===== src/rtl/conv_result_streamer_pkg.sv =====
// conv_result_streamer_pkg: shared state encoding, result-entry layout and saturation limits
//   state_t       : output FSM states (IDLE=0, VALID=1)
//   RESULT_BITS   : default result word width
//   entry_w()     : width of a stored {last, data} entry
//   sat_max/min() : signed clamp limits for a given word width
package conv_result_streamer_pkg;
   typedef enum logic {IDLE = 1'b0, VALID = 1'b1} state_t;
   localparam int RESULT_BITS = 16;
   typedef struct packed {
      logic                   last;
      logic [RESULT_BITS-1:0] data;
   } result_entry_t;
   function automatic int entry_w(int bl);
      return bl + 1;
   endfunction
   function automatic logic [63:0] sat_max(int bl);
      return (64'd1 << (bl - 1)) - 64'd1;
   endfunction
   function automatic logic [63:0] sat_min(int bl);
      return 64'd1 << (bl - 1);
   endfunction
endpackage


===== src/rtl/conv_result_streamer_fifo.sv =====
// result_sync_fifo: single-clock FIFO with registered occupancy
//   clk, rst_n     : clock, async active-low reset
//   push/din       : write request and entry (ignored when full)
//   pop/dout       : read request and current head (ignored when empty)
//   empty/full     : occupancy flags derived from level
//   level          : number of stored entries
module result_sync_fifo #(
   parameter int W     = 17,
   parameter int DEPTH = 8
) (
   input  logic                   clk,
   input  logic                   rst_n,
   input  logic                   push,
   input  logic                   pop,
   input  logic [W-1:0]           din,
   output logic [W-1:0]           dout,
   output logic                   empty,
   output logic                   full,
   output logic [$clog2(DEPTH):0] level
);
   localparam int AW = $clog2(DEPTH);
   logic [W-1:0]  mem [DEPTH];
   logic [AW-1:0] wr_ptr, rd_ptr;
   logic          do_push, do_pop;
   assign do_push = push & ~full;
   assign do_pop  = pop & ~empty;
   assign empty   = level == '0;
   assign full    = level == (AW+1)'(DEPTH);
   assign dout    = mem[rd_ptr];
   always_ff @(posedge clk or negedge rst_n)
      if (!rst_n) begin
         wr_ptr <= '0;
         rd_ptr <= '0;
         level  <= '0;
      end else begin
         if (do_push) wr_ptr <= wr_ptr + 1'b1;
         if (do_pop) rd_ptr <= rd_ptr + 1'b1;
         level <= level + (AW+1)'(do_push) - (AW+1)'(do_pop);
      end
   always_ff @(posedge clk)
      if (do_push) mem[wr_ptr] <= din;
endmodule


===== src/rtl/conv_result_streamer.sv =====
// conv_result_streamer: captures accelerator results, tags line ends, buffers and streams them
//   Clk, RstIn                : clock, async active-low reset
//   cSum, cReady, newline     : accelerator result, ready level, force end-of-line pulse
//   clearOvf                  : clears sticky OVERFLOW
//   outData/outLast/outValid/outReady : host valid/ready stream
//   EMPTY, FULL, level        : FIFO status (output register not counted)
//   OVERFLOW                  : sticky, a capture was dropped
// Optional macro RESULT_SATURATE_EN: clamp signed cSum to the word range instead of truncating.
module conv_result_streamer
   import conv_result_streamer_pkg::*;
#(
   parameter int BIT_LENGTH = RESULT_BITS,
   parameter int DEPTH      = 8,
   parameter int LINE_LEN   = 4
) (
   input  logic                    Clk,
   input  logic                    RstIn,
   input  logic [2*BIT_LENGTH-1:0] cSum,
   input  logic                    cReady,
   input  logic                    newline,
   input  logic                    clearOvf,
   input  logic                    outReady,
   output logic [BIT_LENGTH-1:0]   outData,
   output logic                    outValid,
   output logic                    outLast,
   output logic                    EMPTY,
   output logic                    FULL,
   output logic                    OVERFLOW,
   output logic [$clog2(DEPTH):0]  level
);
   localparam int EW = entry_w(BIT_LENGTH);
   localparam int LW = LINE_LEN > 1 ? $clog2(LINE_LEN) : 1;
   state_t                state, state_nxt;
   logic                  cready_q, nl_pending, capture, last, push, pop;
   logic [LW-1:0]         line_cnt;
   logic [BIT_LENGTH-1:0] data;
   logic [EW-1:0]         head;
`ifdef RESULT_SATURATE_EN
   // the value fits when the bits above the result's sign bit are a pure sign extension
   logic fits;
   assign fits = (cSum[2*BIT_LENGTH-1:BIT_LENGTH-1] == '0) | (cSum[2*BIT_LENGTH-1:BIT_LENGTH-1] == '1);
   assign data = fits ? cSum[BIT_LENGTH-1:0]
               : cSum[2*BIT_LENGTH-1] ? BIT_LENGTH'(sat_min(BIT_LENGTH)) : BIT_LENGTH'(sat_max(BIT_LENGTH));
`else
   logic unused_hi;
   assign unused_hi = ^cSum[2*BIT_LENGTH-1:BIT_LENGTH];
   assign data      = cSum[BIT_LENGTH-1:0];
`endif
   assign capture  = cReady & ~cready_q;
   assign last     = (line_cnt == LW'(LINE_LEN - 1)) | nl_pending | newline;
   assign push     = capture & ~FULL;
   assign outValid = state == VALID;
   // refill the output register whenever it is free or being accepted this cycle
   always_comb begin
      state_nxt = state;
      pop       = 1'b0;
      if (state == IDLE || outReady) begin
         pop       = ~EMPTY;
         state_nxt = EMPTY ? IDLE : VALID;
      end
   end
   always_ff @(posedge Clk or negedge RstIn)
      if (!RstIn) begin
         cready_q   <= 1'b0;
         line_cnt   <= '0;
         nl_pending <= 1'b0;
         OVERFLOW   <= 1'b0;
         state      <= IDLE;
         outData    <= '0;
         outLast    <= 1'b0;
      end else begin
         cready_q <= cReady;
         state    <= state_nxt;
         OVERFLOW <= (capture & FULL) | (OVERFLOW & ~clearOvf);
         if (push) begin
            line_cnt   <= last ? '0 : line_cnt + 1'b1;
            nl_pending <= 1'b0;
         end else if (newline & ~capture) begin
            nl_pending <= 1'b1;
         end
         if (pop) {outLast, outData} <= head;
      end
   result_sync_fifo #(.W(EW), .DEPTH(DEPTH)) u_fifo (
      .clk   (Clk),
      .rst_n (RstIn),
      .push  (push),
      .pop   (pop),
      .din   ({last, data}),
      .dout  (head),
      .empty (EMPTY),
      .full  (FULL),
      .level (level)
   );
endmodule


===== config.mk =====
export PLATFORM = sky130hd
export DESIGN_NAME = conv_result_streamer
export DESIGN_NICKNAME = d
export VERILOG_FILES = /design/src/rtl/conv_result_streamer_pkg.sv /design/src/rtl/conv_result_streamer_fifo.sv /design/src/rtl/conv_result_streamer.sv
export SDC_FILE = /design/constraint.sdc
export NUM_CORES = 1
export LEC_CHECK = 0
export ABC_AREA = 1
export BUFFER_PORTS_ARGS = -buffer_cell sky130_fd_sc_hd__buf_2
export CORE_MARGIN = 2
export CORE_UTILIZATION = 55
export DETAILED_ROUTE_END_ITERATION = 6
export PLACE_DENSITY = 0.82
export SKIP_CTS_REPAIR_TIMING = 1
export SYNTH_ARGS = -nofsm -noshare
export SYNTH_HDL_FRONTEND = slang
export SYNTH_SLANG_ARGS = --single-unit

===== constraint.sdc =====
create_clock -name Clk -period 2.4 [get_ports Clk]
set_input_delay 0.72 -clock Clk [delete_from_list [all_inputs] [get_ports Clk]]
set_output_delay 0.72 -clock Clk [all_outputs]
set_load 0.02 [all_outputs]

# Word-level counts from Yosys, hierarchy flattened
# Memory sizes are Yosys's and may differ from the RTL's. A register that Yosys moved wholly into a read port is not among the register bits.
# Index checks and enable logic that the tools add are counted.
[totals]
reg_bits = 16
mem_bits_rw = 136
n_memories = 1
[op_classes]
add_sub_neg = 5
n_eq_ne = 2
n_mux = 7
bitwise_logic = 16
reduce_logical = 4
[memory_table]
columns = ["name", "words", "word_bits", "read_ports", "rd_ports_with_merged_regs", "wr", "line_no", "source"]
rows = [
  ["u_fifo.mem", 8, 17, 1, 1, 1, "conv_result_streamer_fifo.sv:22", "logic [W-1:0] mem [DEPTH];"],
]
[ops]
columns = ["op", "count"]
rows = [
  ["$and A1 B1 Y1", 7],
  ["$add A3 B1 Y3 const B", 2],
  ["$mux W1", 6],
  ["$not A1 Y1", 6],
  ["$add A4 B1 Y4", 1],
  ["$eq A4 B4 Y1 const B", 1],
  ["$logic_not A4 Y1", 1],
  ["$sub A4 B1 Y4", 1],
  ["$or A1 B1 Y1", 3],
  ["$add A2 B1 Y2 const B", 1],
  ["$eq A2 B2 Y1 const B", 1],
  ["$mux W2", 1],
  ["$reduce_bool A2 Y1", 1],
  ["$logic_not A1 Y1", 1],
  ["$logic_or A1 B1 Y1", 1],
]

# Longest topological paths before layout
[depth]
depth_word = 6
depth_mapped = 12

# By module
# Synthesis repeated with hierarchy kept, for this count alone.
[hier_totals]
cells_unflattened = 760
area_unflattened_um2 = 7473.4
[by_module_without_submodules]
columns = ["module", "instances", "cells_each", "area_per_inst_um2", "seq_area_each_um2"]
rows = [
  ["result_sync_fifo", 1, 658, 6537.5, 4334.2],
  ["conv_result_streamer", 1, 102, 935.9, 575.6],
]

# Worst setup path before layout
# OpenSTA, ideal clock, no wires.
[synth_timing]
path_type = "input to register"
from = "in cReady"
to = "mem u_fifo.mem[0][0] (enable)"
setup_time_ns = 0.390
t_arrival_ns = 2.022
path_slack_ns = -0.013
path_stages = 5
n_path_buf = 0
path_cell_list = "inv_1 -> nor2_1 -> nand2_1 -> or2_2 -> nor2_1"
[synth_via]
elab_chain_len = 5
[synth_lines]
columns = ["item", "line_no", "source"]
rows = [
  ["start, declared", "conv_result_streamer.sv:19", "input logic cReady,"],
  ["$and A1 B1 Y1", "conv_result_streamer.sv:49", "assign capture = cReady & ~cready_q;"],
  ["$and A1 B1 Y1", "conv_result_streamer.sv:51", "assign push = capture & ~FULL;"],
  ["$and A1 B1 Y1", "conv_result_streamer_fifo.sv:25", "assign do_push = push & ~full;"],
  ["$mux W1", "conv_result_streamer_fifo.sv:41", "if (do_push) mem[wr_ptr] <= din;"],
  ["$mux W1 (implied by the code)", "conv_result_streamer_fifo.sv:41", ""],
  ["end, declared", "conv_result_streamer_fifo.sv:22", ""],
]
# No other way between the ends.

# Worst setup path after layout
[layout_timing]
from = "reg u_fifo.level[2]"
to = "out EMPTY"
[layout_via]
elab_chain_len = 1
[layout_lines]
columns = ["item", "line_no", "source"]
rows = [
  ["start, declared", "conv_result_streamer_fifo.sv:19", "output logic [$clog2(DEPTH):0] level"],
  ["start signal, assigned", "conv_result_streamer_fifo.sv:38", "level <= level + (AW+1)'(do_push) - (AW+1)'(do_pop);"],
  ["$logic_not A4 Y1", "conv_result_streamer_fifo.sv:27", "assign empty = level == '0;"],
  ["end, declared", "conv_result_streamer.sv:26", "output logic EMPTY,"],
]
# No other way between the ends.

==> results_dict.tcl <==
set metrics [dict create \
    worst_slack_ns 0.299 \
    cp-start-kind "register" \
    p_seq_share_pct 40.2 \
    rr_endpoint "u_fifo.mem[7][15]" \
    nets 797 \
    clockBufferDepth 2 \
    insertion_delay_ns 0.43 \
    critPathBufInv 3 \
    drc_errors 0 \
    clockPowerShare_pct 27.0 \
    cts_tree "built" \
    tns_ns 0 \
    dp_hpwl_microns 9430 \
    pwr-share-comb_pct 32.8 \
    core_area_sq_um 12700 \
    fillers 911 \
    final_common_cell "nand2_1" \
    crit_path_frequent_cell "inv_1" \
    vias 4922 \
    worstSetupPathType "register to output pin" \
    fin_area_sq_um 8230 \
    die_w_microns 118 \
    first_pass_iters 5 \
    dieArea_sq_um 14000 \
    fin_cells 934 \
    leakage_nw 3.77 \
    yosys.area.top_type_share_pct 56.8 \
    p_int_mw 6.07 \
    finClkSkew_ns 0.00680 \
    swShare_pct 35.9 \
    fin_util_pct 64.9 \
    ir_drop_v 0.000741 \
    rows 41 \
    critPathMaxFanout 3 \
    place_area_sq_um 7670 \
    grt_overflow 0 \
    worst_setup_path_end_kind "output pin" \
    start_util_pct 56.8 \
    synth_area_leaders "edfxtp_1, nand2_1, dfrtp_1" \
    hold_class "input port to asynchronous set/reset pin" \
    ys_seq_area_share_pct 68.2 \
    p_per_area_nw_per_um2 1150 \
    slew_headroom_pct 40.3 \
    syn_inst 686 \
    ff2ff_setup_slack_ns 0.30 \
    ys_ff_latch 169 \
    synth_cell_types 24 \
    diodes 0 \
    path_cells "inv_1 > ha_1 > nand2_1 > inv_1 > buf_2" \
    finalSetupViolCount 0 \
    yosys.area.top_type "edfxtp_1" \
    place_congestion 0.810 \
    grt_max_degree 70 \
    grt_pass1_wl_microns 24400 \
    syn_to_final_growth_pct 14.3 \
    io_pins 63 \
    cp.required_ns 1.68 \
    numCtsBuffers 17 \
    post-route-period-util_pct 87.5 \
    cts-htree-levels 4 \
    clock-root-buffer "clkbuf_16" \
    status "completed" \
    max_stage_delay_ns 0.38 \
    final_cell_mix "nand2_1, edfxtp_1, inv_1" \
    r2r.worst_path.cells 8 \
    drive_gt1_share_pct 14.0 \
    synth.avg_cell_area_sq_um 10.5 \
    ant_nets 0 \
    dpl_worst_slack_ns 0.0550 \
    die_h_microns 118 \
    synth_warnings 0 \
    antenna_found_initial 0 \
    maxCapViolCount 0 \
    cts_num_sinks 169 \
    p_switching_mw 3.41 \
    fmax_mhz 476 \
    io_buffers 46 \
    fin_crit_ns 2.10 \
    r2r_start "u_fifo.level[2]" \
    worstPathArrival_ns 1.38 \
    wl_per_cell_microns 16.4 \
    placed_cells 902 \
    rsz0062_at_grt "no" \
    path_delay_family "flip-flops" \
    hold_viol_final 0 \
    drtIter0Drc 417 \
    slowest_stage "dfrtp_1" \
    synthesis.area_sq_um 7190 \
    grt_pass1_vias 4842 \
    drv_slew 0 \
    syn-num-nets 734 \
    clk_pin_slew_ns 0.06 \
    via_per_inst 5.27 \
    grt_use_total_pct 22.8 \
    wl_microns 15300 \
    tightest_slew_ns 0.896 \
]
## cells in the mapped netlist (all sizes together)
library cell	number
edfxtp	136
nand3	104
o22ai	1
nor2	12
nand2	224
fa	1
a21oi	1
dfrtp	33
xnor2	2
o21a	1
ha	9
inv	124
o21ai	5
clkinv	1
or2	1
xor2	3
buf	26
clkbuf	2
## power groups by stage
stage               logic [mW]  clock network [mW]  registers [mW]
global route              3.45                2.72            3.85
floorplan                 2.03                   0            4.05
detailed placement        3.08                   0            3.86
CTS                       3.11                2.60            3.81
global placement          2.92                   0            3.83
finish                    3.11                2.56            3.81
## final cells by class
cell class | instances | area, sq um | area share, %
multi-input cells | 364 | 1640 | 19.9
well taps | 172 | 215 | 2.62
repair buffers | 72 | 438 | 5.32
inverters | 125 | 469 | 5.70
clock inverters | 11 | 97.6 | 1.19
flip-flops and latches | 169 | 4910 | 59.7
clock buffers | 21 | 460 | 5.60
## worst max path at each step
stage                             end  slack [ns]            start  cells past startpoint
floorplan            u_fifo.mem[0][0]       -0.01           cReady                      5
global placement     u_fifo.mem[6][9]        0.16           cReady                      7
detailed placement    u_fifo.level[2]        0.06           cReady                      9
CTS                             EMPTY        0.26  u_fifo.level[2]                      5
global route        u_fifo.mem[7][15]        0.14  u_fifo.level[2]                      8
finish                          EMPTY        0.30  u_fifo.level[2]                      5
## routing by layer
| layer | track usage (%) | share of wire [%] | vias up |
|---|---|---|---|
| met2 | 38.3 | 50 | 221 |
| li1 | - | - | 2311 |
| met5 | 0 | 0 | - |
| met4 | 8.78 | 2.6 | 0 |
| met1 | 29.1 | 40 | 2355 |
| met3 | 4.87 | 7.9 | 35 |
## cells by family (layout without fill, tap and decap cells)
group / count (synthesis) / in the layout / share of synthesized area (%)
AO/OA/AOI/OAI: 8 / 8 / 0.609
AND/OR/NAND/NOR: 341 / 341 / 19.7
adder cells (fa/ha/maj): 10 / 10 / 1.84
flip-flops: 169 / 169 / 68.2
buffers and inverters: 153 / 229 / 9.03
XOR/XNOR: 5 / 5 / 0.609
## sequential cells by signal, summed over array words and instances, names as in the netlist
name / flops
u_fifo.wr_ptr: 3
outValid: 1
u_fifo.mem: 136
outData: 16
outLast: 1
line_cnt: 2
nl_pending: 1
u_fifo.rd_ptr: 3
cready_q: 1
u_fifo.level: 4
OVERFLOW: 1
## worst reg2reg max path: stages, from the launching register on
cell and delay, ns:
dfrtp_1 0.35, inv_1 0.08, ha_1 0.20, nand2_1 0.09, nand2_1 0.16, inv_1 0.27
nand2_1 0.18, nor2_1 0.24, buf_4 0.24
## metrics by stage
| stage | hold slack (ns) | total power [mW] |
|---|---|---|
| CTS | 0.405 | 9.52 |
| global placement | 0.460 | 6.75 |
| detailed placement | 0.464 | 6.94 |
| floorplan | 0.424 | 6.09 |
| finish | 0.418 | 9.48 |
| global route | 0.403 | 10.0 |
Power figures use the tool's default switching activity.
